File: src/rtl/alarm_display_pkg.sv
// Shared constants for the alarm-clock display path: segment patterns,
// the glyph table for 4-bit digit codes and the blink phase type.
package alarm_display_pkg;

    localparam logic [6:0] SEG_BLANK       = 7'h7F;
    localparam logic [6:0] SEG_DASH        = 7'h3F;
    localparam logic [3:0] DIGIT_CODE_DASH = 4'hF;

    // Active-low {g,f,e,d,c,b,a}; entry 15 first, entry 0 last.
    localparam logic [15:0][6:0] GLYPH_TABLE = {
        SEG_DASH,   // F
        SEG_BLANK,  // E
        SEG_BLANK,  // D
        SEG_BLANK,  // C
        SEG_BLANK,  // B
        SEG_BLANK,  // A
        7'b0010000, // 9
        7'b0000000, // 8
        7'b1111000, // 7
        7'b0000010, // 6
        7'b0010010, // 5
        7'b0011001, // 4
        7'b0110000, // 3
        7'b0100100, // 2
        7'b1111001, // 1
        7'b1000000  // 0
    };

    typedef enum logic {
        PH_VISIBLE = 1'b0,
        PH_OFF     = 1'b1
    } blink_phase_t;

endpackage

File: src/rtl/seg7_decode.sv
// Combinational 4-bit digit code to active-low 7-segment pattern.
module seg7_decode
    import alarm_display_pkg::*;
(
    input  logic [3:0] code,
    output logic [6:0] seg_n
);

    assign seg_n = GLYPH_TABLE[code];

endmodule

File: src/rtl/seven_seg_scanner.sv
// Four-digit multiplexed 7-segment scanner with dead-time and colon drive.
// Define ALARM_BLINK_EN to build the whole-display blink used while the alarm rings.
module seven_seg_scanner
    import alarm_display_pkg::*;
#(
    parameter int unsigned SCAN_DIV    = 1000,
    parameter int unsigned BLINK_SLOTS = 250
) (
    input  logic       clk,
    input  logic       reset_n,
    input  logic [3:0] segment_0,
    input  logic [3:0] segment_1,
    input  logic [3:0] segment_2,
    input  logic [3:0] segment_3,
    input  logic       lz_blank,
    input  logic       colon_on,
    input  logic       blink,
    output logic [3:0] anode_n,
    output logic [6:0] seg_n,
    output logic       colon_n
);

    localparam int unsigned      PW       = $clog2(SCAN_DIV);
    localparam logic [PW-1:0]    PRE_LAST = PW'(SCAN_DIV - 1);

    logic [PW-1:0] pre_cnt;
    logic          tick;
    logic [1:0]    idx;
    logic [1:0]    idx_next;
    logic [3:0]    code_next;
    logic [6:0]    glyph;
    logic          blank_lz;
    logic          dead_q;
    logic          hide_slot;

    assign tick     = (pre_cnt == PRE_LAST);
    assign idx_next = idx + 2'd1;

    always_comb begin
        code_next = segment_0;
        case (idx_next)
            2'd0: code_next = segment_0;
            2'd1: code_next = segment_1;
            2'd2: code_next = segment_2;
            2'd3: code_next = segment_3;
            default: code_next = segment_0;
        endcase
    end

    assign blank_lz = (idx_next == 2'd3) && lz_blank && (segment_3 == 4'h0);

    seg7_decode u_decode (
        .code  (code_next),
        .seg_n (glyph)
    );

    // Tick loads the new digit with anodes dark; the anode is enabled one cycle later.
    always_ff @(posedge clk or negedge reset_n) begin
        if (!reset_n) begin
            pre_cnt <= '0;
            idx     <= '0;
            dead_q  <= 1'b0;
            anode_n <= '1;
            seg_n   <= SEG_BLANK;
        end else begin
            pre_cnt <= tick ? '0 : pre_cnt + 1'b1;
            if (tick) begin
                idx     <= idx_next;
                seg_n   <= blank_lz ? SEG_BLANK : glyph;
                anode_n <= '1;
                dead_q  <= 1'b1;
            end else if (dead_q) begin
                anode_n <= hide_slot ? 4'hF : ~(4'b0001 << idx);
                dead_q  <= 1'b0;
            end
        end
    end

    always_ff @(posedge clk or negedge reset_n) begin
        if (!reset_n) begin
            colon_n <= 1'b1;
        end else begin
            colon_n <= ~colon_on | hide_slot;
        end
    end

`ifdef ALARM_BLINK_EN
    localparam int unsigned   BW         = (BLINK_SLOTS > 1) ? $clog2(BLINK_SLOTS) : 1;
    localparam logic [BW-1:0] BLINK_LAST = BW'(BLINK_SLOTS - 1);

    logic [BW-1:0] blink_cnt;
    blink_phase_t  phase;

    // Darkness is latched per slot so a falling blink only shows at the next slot.
    always_ff @(posedge clk or negedge reset_n) begin
        if (!reset_n) begin
            blink_cnt <= '0;
            phase     <= PH_VISIBLE;
            hide_slot <= 1'b0;
        end else begin
            if (tick) begin
                hide_slot <= blink && (phase == PH_OFF);
            end
            if (!blink) begin
                blink_cnt <= '0;
                phase     <= PH_VISIBLE;
            end else if (tick) begin
                if (blink_cnt == BLINK_LAST) begin
                    blink_cnt <= '0;
                    phase     <= (phase == PH_OFF) ? PH_VISIBLE : PH_OFF;
                end else begin
                    blink_cnt <= blink_cnt + 1'b1;
                end
            end
        end
    end
`else
    logic unused_blink;
    assign unused_blink = blink;
    assign hide_slot    = 1'b0;
`endif

endmodule

File: config.mk
export PLATFORM = sky130hd
export DESIGN_NAME = seven_seg_scanner
export DESIGN_NICKNAME = d
export VERILOG_FILES = /design/src/rtl/alarm_display_pkg.sv /design/src/rtl/seg7_decode.sv /design/src/rtl/seven_seg_scanner.sv
export SDC_FILE = /design/constraint.sdc
export NUM_CORES = 1
export LEC_CHECK = 0
export BUFFER_PORTS_ARGS = -buffer_cell sky130_fd_sc_hd__buf_2
export CELL_PAD_IN_SITES_DETAIL_PLACEMENT = 1
export CELL_PAD_IN_SITES_GLOBAL_PLACEMENT = 1
export CORE_MARGIN = 3
export CORE_UTILIZATION = 33
export DETAILED_ROUTE_END_ITERATION = 16
export PLACE_DENSITY_LB_ADDON = 0.1
export RECOVER_POWER = 25
export SLEW_MARGIN = 25
export SYNTH_ARGS = -nofsm -noshare
export SYNTH_HDL_FRONTEND = slang
export SYNTH_HIERARCHICAL = 1
export SYNTH_SLANG_ARGS = --single-unit
File: constraint.sdc
create_clock -name clk -period 2.9 [get_ports clk]
set_input_delay 0.58 -clock clk [delete_from_list [all_inputs] [get_ports clk]]
set_output_delay 0.58 -clock clk [all_outputs]
set_load 0.01 [all_outputs]
# After elaboration in Yosys (flattened, before gate mapping)

Memories as Yosys holds them, arrays and structs flattened.
Index checks and enable logic that the tools add are counted.

Register bits after elaboration: 25
Bits in latches: 0
Memory bits (writable): 0
Bits in read-only memories: 112
Bits of input ports: 21
Output and inout port bits: 12
Logic and storage cells: 29
Memories kept: 1

$add $sub $neg: 2
Multipliers: 0
Div/mod/pow operators: 0
$lt $le $gt $ge: 1
Eq/ne operators: 4
Shift-type cells: 1
Muxes and demuxes: 7
Bitwise logic cells: 2
Reduce and logical (&&, ||, !) cells: 5

Memory list:

| memory           | depth | bits a word | read ports | clocked after memory_dff | wr ports | line             | source |
|---|---|---|---|---|---|---|---|
| (name not given) | 16    | 7           | 1          | 0                        | 0        | seg7_decode.sv:9 | `assign seg_n = GLYPH_TABLE[code];` |

Operators by type and width:

| kind                                                                         | count |
|---|---|
| 4-bit one-hot mux with 4 select lines                                        | 1 |
| 7-bit 2-to-1 mux                                                             | 2 |
| 10-bit by 1-bit adder with 10-bit output, second input constant              | 1 |
| 10-bit == test, second input constant                                        | 1 |
| 10-bit 2-to-1 mux                                                            | 1 |
| 4-bit 2-to-1 mux                                                             | 2 |
| 4-bit by 5-bit less-than comparator with 1-bit output, second input constant | 1 |
| 2-bit == test, second input constant                                         | 2 |
| 4-bit logical NOT                                                            | 1 |
| 4-bit inverter                                                               | 1 |
| 1-bit by 2-bit << shifter with 4-bit output, first input constant            | 1 |
| 2-bit by 1-bit adder with 2-bit output, second input constant                | 1 |
| 2-bit by 1-bit == test with 1-bit output, second input constant              | 1 |
| 1-bit logical AND                                                            | 2 |
| 2-bit logical NOT                                                            | 1 |
| 2-bit nonzero test                                                           | 1 |
| 1-bit 2-to-1 mux                                                             | 1 |
| 1-bit inverter                                                               | 1 |

# Logic depth before layout (Yosys ltp)

Gate-level depths: netlist of the first run.

Depth after elaboration: 6
Depth in mapped cells: 11
Depth with buffers taken out: 11

# By module

The synthesis of the first run kept the hierarchy.

Modules (own cells, without submodules):

| module            | instances | cells each | area each (um2) | seq. area each (um2) |
|---|---|---|---|---|
| seven_seg_scanner | 1         | 123        | 1,258.7         | 640.6 |
| seg7_decode       | 1         | 35         | 227.7           | 0.0 |

# Least setup slack after synthesis of the first run

No wires, ideal clock.

Path kind: register to register
Start: register idx[0]
End: register seg_n[3]
Library setup time: 0.079 ns
Arrival time: 2.172 ns
Data required time: 2.821 ns
Path slack: 0.649 ns
Stages on the path, launching flop included: 12
Path buffers: 0
Clock period less this slack: 2.251 ns
Cell sequence: dfrtp_1 > inv_1 > ha_1 > a222oi_1 > mux2i_1 > inv_1 > ha_1 > or2_2 > a21oi_2 > a31oi_1 > nor2_1 > a21oi_2

Longest elaborated chain between the ends: 6
Elaborated cells on any way between the ends: 11
Those cells by class: 1 x add/sub; 3 x eq/ne; 3 x mux; 3 x reduce/logical; 1 x memory

Ends and longest elaborated chain:

| item                                        | line                    | source |
|---|---|---|
| start, declared                             | seven_seg_scanner.sv:28 | `logic [1:0] idx;` |
| start signal, assigned                      | seven_seg_scanner.sv:68 | `idx <= idx_next;` |
| 2-bit by 1-bit adder with 2-bit output *    | seven_seg_scanner.sv:37 | `assign idx_next = idx + 2'd1;` |
| via idx_next[0]                             | seven_seg_scanner.sv:29 | `logic [1:0] idx_next;` |
| 2-bit == test, or another cell as far along | seven_seg_scanner.sv:41 | `case (idx_next)` |
| 4-bit one-hot mux with 4 select lines *     | seven_seg_scanner.sv:41 |  |
| via code_next[1]                            | seven_seg_scanner.sv:30 | `logic [3:0] code_next;` |
| memory read 16 x 7 bit *                    | n/a                     |  |
| 7-bit 2-to-1 mux (implied by the code) *    | seg7_decode.sv:9        |  |
| via glyph[3]                                | seven_seg_scanner.sv:31 | `logic [6:0] glyph;` |
| 7-bit 2-to-1 mux *                          | seven_seg_scanner.sv:69 | `seg_n <= blank_lz ? SEG_BLANK : glyph;` |
| end signal, assigned                        | seven_seg_scanner.sv:69 |  |
| end, declared                               | seven_seg_scanner.sv:19 | `output logic [6:0] seg_n,` |

Mark *: on every way through the listed nets, which the timed path passes. The rest lies on a longest branch. The select of a mux whose other input is x is not followed.
A chain may end at the register's enable or synchronous reset.

# Worst setup path in the final report of the first run

Start: register idx[0]
End: register seg_n[0]

The elaborated chain is that of the path after synthesis.

==> results of run 1 <==
-- registers in the layout, indices dropped and copies added, names as in the netlist --
signal and flops:
pre_cnt 10, seg_n 7, dead_q 1, colon_n 1, anode_n 4, idx 2
-- worst max path at each step --
stage,startpoint,end
after global placement,idx[0],seg_n[3]
after CTS,idx[0],seg_n[0]
final,idx[0],seg_n[0]
after detailed placement,idx[0],seg_n[1]
after global routing,idx[0],seg_n[0]
after floorplan,idx[0],seg_n[3]
-- cells in the mapped netlist, types with 2 or more instances --
cell	count
a21oi_1	8
nand2_1	13
inv_1	13
or2_2	2
ha_1	12
nand3_1	4
buf_4	2
nor2_1	19
xor2_1	4
a31oi_1	3
xnor2_1	2
a21oi_2	6
nand2b_1	4
dfstp_2	12
o21ai_0	15
mux2i_1	4
a222oi_1	4
nor2b_1	2
dfrtp_1	13
-- metrics by stage --
step	hold slack, ns	power [mW]
final	0.4109	0.6182
after CTS	0.3076	0.6327
after global placement	0.4867	0.4170
after global routing	0.4018	0.6554
after detailed placement	0.4897	0.4202
after floorplan	0.2844	0.3899
-- layer usage --
metal,share of wire [%],routed length (um),track usage [%],up-vias
li1,-,-,-,596
met2,46,1553,22.05,32
met1,46,1547,16.75,582
met5,0,0,0,-
met4,0.39,13,1.844,0
met3,7.3,245,4.132,3
-- final cells by class --
| type | count | area (sq um) | area share (%) |
|---|---|---|---|
| repair buffers | 33 | 168.9 | 9.768 |
| well taps | 50 | 62.56 | 3.618 |
| multi-input cells | 114 | 758.2 | 43.85 |
| clock buffers | 3 | 41.29 | 2.388 |
| flip-flops and latches | 25 | 640.6 | 37.05 |
| clock inverters | 1 | 5.005 | 0.2894 |
| inverters | 14 | 52.55 | 3.039 |
-- kinds of logic (layout without fill, tap and decap cells) --
| kind of cell | Yosys count | in the layout | synth area share [%] |
|---|---|---|---|
| mux | 4 | 4 | 2.694 |
| buf+inv | 19 | 51 | 5.891 |
| simple gates | 55 | 55 | 18.86 |
| xor+xnor | 6 | 6 | 3.535 |
| flops | 25 | 25 | 43.10 |
| fa+ha+maj | 12 | 12 | 10.10 |
| compound gates | 37 | 37 | 15.83 |
-- power breakdown --
part           leakage (nW)  internal (mW)  switching (mW)  total (mW)
Clock                0.0255         0.0961           0.109       0.206
Combinational         0.497         0.0260          0.0361      0.0621
Sequential            0.293          0.350        0.000159       0.351
-- placed cells by master (no fill, tap or decap), types with 6 or more instances in the layout --
master and instances:
o21ai_0 15, a21oi_2 6, a21oi_1 8, nand2_1 13, nor2_1 19, inv_1 13, dfstp_2 12, buf_2 30
dfrtp_1 13, ha_1 12
==> results.md, run 1 <==
* Status: completed
* R2r worst-path depth at 10
* First-pass GRT wire length at 5513 um
* Yosys warning total at 6
* Max Freq at 404.6 MHz
* Global route overflow at 0
* Fin worst setup slack at 0.4283 ns
* Die width at 73.12 um
* RSZ-0062 raised after global routing: no
* Hold EP: colon_n
* Syn Inst Count at 158
* DRC viols at 0
* Clock transition at the registers of the reported paths at 0.09 ns
* Post-route ant nets at 0
* R2r endpoint: seg_n[0]
* Synth area leader: dfrtp_1
* PwrDens at 357.5 nW/um^2
* Share of synthesized registers carrying an async set or reset at between 90% and 100%
* CTS tree: built
* Worst slew pin tran at 1.329 ns
* Chip height at around 73 um
* Initial antenna violation count at 0
* Filler cells at 490
* Hold path startpoint: colon_on
* Cell Area, Placed at around 1700 sq um
* Proportion of layout cells with a drive suffix above 1 at 32.11%
* Final instance area at 1729 sq um
* Starting density of the core at 35.62%
* Final hold vios at 0
* DP HPWL at 2649 um
* ANT cells at 0
* Post-synth EDFFs at 0
* Placement Setup Slack at 0.4055 ns
* # hold bufs at CTS at 0
* Initial DRC Count at 36
* Post-CTS sizing at 0
* WL/cell at 14.00 um
* Highest-delay cell along the critical path: dfrtp_1
* Worst setup SP type: register
* I/O Buffers at 31
* Routed WL at 3359 um
* Crit-path max FO at 5
* P&R area growth vs syn at 16.33%
* Req. time, crit path at 3.08 ns
* Setup Viol. Count Final at 0
* Period utilization at 85.23%
* Vias in the first global route at 1204
* Root buf cell: clkbuf_8
* Most frequent CP cell: ha_1
* CTS max path bufs at 2
* Core region area at 4173 sq um
* Worst clock skew at 0.008125 ns
* Max cap viols at 0
* Total CTS buffers at 3
* Crit path cell chain: inv_1 -> ha_1 -> a222oi_1 -> mux2i_1 -> ha_1 -> or2_2 -> a21oi_2 -> a31oi_1 -> nor2_1 -> a21oi_1
* Max-Slew Margin vs Limit at around 11%
* Placer's final routability congestion estimate at around 0.8
* Drt pass-1 iters at 4
* Full die area at 5346 sq um
* WP depth at 10
* Worst EP arrival at 2.65 ns
* Final core occ at 41.44%
* H-tree Lvls at 1
* R2R Setup Slk at 0.43 ns
* Synth cell types at 35
* Largest net degree at the start of global routing at 26
* Synthesized net count at 191
* Post-CTS setup buffer count at 0
* Clk sink count at 25
* FF-to-FF Start: idx[0]
* Final nets at 224
* Slew Limit Fails at 0
* Worst hold stages at 2
* VDD IR max at 0.2349 mV
* FP Rows at 23
* Post-synth top area share at ~22%
* Leak pwr at around 0.8 nW
* Slowest stage delay, CP at 0.42 ns
* CP Capture Type: register
* Sequential element share of the synthesized area at 43.10%
* Total negative slack at 0 ns
* Family with the most delay on the worst path: compound AO/OA/AOI/OAI gates
* Synth top area cells: dfrtp_1 (22%), dfstp_2 (21%), ha_1 (10%)
* I/O pins at 33
* Netlist Area Pre-Place at 1486 sq um
* All-Layer GR Usage at 13.10%
* Vias at 1213
* Clock latency on the worst-skew pair at 0.27 ns
* Final non-filler cell total at 240
* Most used DFF post-synth: dfrtp_1
* Post-Syn Area per Cell at 9.408 sq um
* Inst Count DP at between 200 and 250
* Synth Register Bits at 25
* Via density at 5.054
* WS Path Type: reg -> reg
* Min cycle time layout at 2.472 ns
* Crit path buffers/inverters at 1
* HP Class: in -> reg
(Power assumes the default switching activity.)
==> run 2, diff against run 1 <==
==> constraint.sdc (replaced) <==
create_clock -name clk -period 2.35 [get_ports clk]
set_input_delay 0.47 -clock clk [delete_from_list [all_inputs] [get_ports clk]]
set_output_delay 0.47 -clock clk [all_outputs]
set_load 0.01 [all_outputs]
==> run 2 against run 1 <==
Flip-flop and latch count did not move. Combinational power is 59% higher. Cell area grew 12%. Core utilization grew 5.1 points. Sequential share of layout area fell by 4.0 points. Hold slack got worse by 0.11 ns. Largest cell class unchanged. First-iteration DRC count is 11% lower. Largest power group unchanged. Critical endpoint is now seg_n[2]. Total power grew 26%. Setup slack got worse by 0.38 ns. Sequential power rose by 23%. Highest routed layer unchanged.
==> results.md, run 2 (synthesized netlist as in run 1, its figures left out) <==
* Highest-delay cell along the critical path: a222oi_1
* Routed WL at 3716 um
* I/O pins at 33
* I/O Buffers at 31
* FP Rows at 23
* Initial antenna violation count at 0
* Hold WS at about 0.3 ns
* Chip height at 73.12 um
* Largest regs: pre_cnt: 10 flops, seg_n: 7 flops, anode_n: 4 flops
* Placer's final routability congestion estimate at 0.7839
* VDD IR max at 0.3000 mV
* Max Freq at ~440 MHz
* Final nets at 233
* Cell Area, Placed at 1714 sq um
* Max cap viols at 0
* First-pass GRT wire length at 5664 um
* DP HPWL at 2685 um
* Crit path cell chain: inv_2 -> ha_4 -> buf_4 -> buf_4 -> a222oi_1 -> mux2i_4 -> o21ai_0 -> o21ai_1 -> nor2_1 -> a21oi_2
* Proportion of layout cells with a drive suffix above 1 at 43.72%
* FF/Latch Area at 641.9 sq um
* P&R area growth vs syn at 30.72%
* Max-Slew Margin vs Limit at 14.42%
* PwrDens at 402.2 nW/um^2
* Max FFs per register at 10
* ANT cells at 0
* Worst clock skew at between 0.006 and 0.007 ns
* CTS tree: built
* Core region area at 4173 sq um
* CP Capture Type: register
* WL/cell at between 10 and 15 um
* Multi-input gate area at 888.4 sq um
* Drt pass-1 iters at 6
* Die width at 73.12 um
* H-tree Lvls at 1
* CTS max path bufs at 2
* Final hold vios at 0
* Clk sink count at 25
* Root buf cell: clkbuf_8
* Largest net degree at the start of global routing at 26
* All-Layer GR Usage at 13.42%
* Clock latency on the worst-skew pair at 0.27 ns
* Most common cell after layout, fill and taps aside: buf_2
* Worst setup SP type: register
* Slew Limit Fails at 0
* Global route overflow at 0
* Worst EP arrival at around 2.5 ns
* Full die area at 5346 sq um
* Total CTS buffers at 3
* Slowest stage delay, CP at 0.49 ns
* DRC viols at 0
* Min cycle time layout at around 2.3 ns
* Setup Viol. Count Final at 0
* Clock transition at the registers of the reported paths at 0.08 ns
* Most frequent cells in the layout: buf_2 (30), nor2_1 (19), nand2_1 (13)
* Period utilization at 97.77%
* Most flop-heavy register: pre_cnt
* Post-route ant nets at 0
* WS Path Type: reg -> reg
* Crit-path max FO at 12
* Status: completed
* Crit path buffers/inverters at 3
* RSZ-0062 raised after global routing: yes
* Starting density of the core at 35.62%
* Leak pwr at 0.8788 nW
* Filler cells at 496
* # hold bufs at CTS at 0
* Via density at 5.080
* Final core occ at 46.57%
* HP Class: in -> reg
* Most frequent CP cell: buf_4
* Final instance area at 1943 sq um
* Worst slew pin tran at 1.284 ns
* Family with the most delay on the worst path: compound AO/OA/AOI/OAI gates
* Vias in the first global route at roughly 1.3k
* Req. time, crit path at between 2 and 3 ns
* Initial DRC Count at 32
* Vias at 1265
[run 2: changes by cell type in the layout (fill, tap and decap cells not counted), moves of 2 or more]
cell | before | now
mux2i_1 | 4 | 1
buf_4 | 2 | 8
a21oi_1 | 8 | 6
o21ai_0 | 15 | 8
ha_4 | 0 | 5
mux2i_4 | 0 | 3
inv_2 | 1 | 3
ha_1 | 12 | 5
inv_4 | 0 | 2
buf_6 | 0 | 3
ha_2 | 0 | 2
o21ai_1 | 0 | 7
inv_1 | 13 | 9
[run 2: what timing repair did]
item                       4_1_cts  5_1_grt
pin swaps                        2       19
setup endpoints to repair        3        7
gates resized for setup          3       37
setup buffers                    2        3
hold endpoints to repair         0        0
[run 2: stage by stage]
step / TNS, ns / power, mW / cells / setup WS (ns)
floorplan: 0 / 0.4811 / 158 / 0.09861
global placement: 0 / 0.5164 / 240 / 0.005918
detailed placement: -0.1600 / 0.5199 / 240 / -0.08026
CTS: 0 / 0.7797 / 246 / 0.003385
global route: -0.4599 / 0.8299 / 249 / -0.09758
finish: 0 / 0.7816 / 249 / 0.05230
[run 2: final cells by class]
type	count	share of cell area, %
multi-input combinational	114	45.72
tap	50	3.220
clock buffer	4	2.318
timing repair buffer	42	12.75
inverter	14	2.962
sequential	25	33.03
[run 2: worst paths after layout]
kind                       startpoint         end  slack (ns)  cells past startpoint
setup / recovery               idx[1]    seg_n[2]        0.05                     10
hold / removal               colon_on     colon_n        0.30                      2
setup reg to reg               idx[1]    seg_n[2]        0.05                     10
hold reg to reg            pre_cnt[4]  pre_cnt[4]        0.49                      1
max in group asynchronous     reset_n      idx[0]        1.04                      1
min in group asynchronous     reset_n  pre_cnt[4]        0.46                      1
[run 2: metal layers]
layer  GRT usage, %  routed length (um)  vias up
li1               -                   -      618
met5              0                   0        -
met1          17.28                1608      608
met3          3.857                 229        5
met2          22.14                1848       34
met4          3.074                  29        0
[run 2: worst reg2reg max path, stage by stage, from the launching register on]
cell	delay (ns)
dfrtp_1	0.42
inv_2	0.11
ha_4	0.18
buf_4	0.13
buf_4	0.13
a222oi_1	0.49
mux2i_4	0.25
o21ai_0	0.21
o21ai_1	0.08
nor2_1	0.15
a21oi_2	0.07
[run 2: power breakdown]
part	switching (mW)	leakage (nW)	internal, mW
combinational	0.0558	0.565	0.0432
clock	0.129	0.0228	0.121
sequential	0.000237	0.291	0.432
total	0.185	0.879	0.597
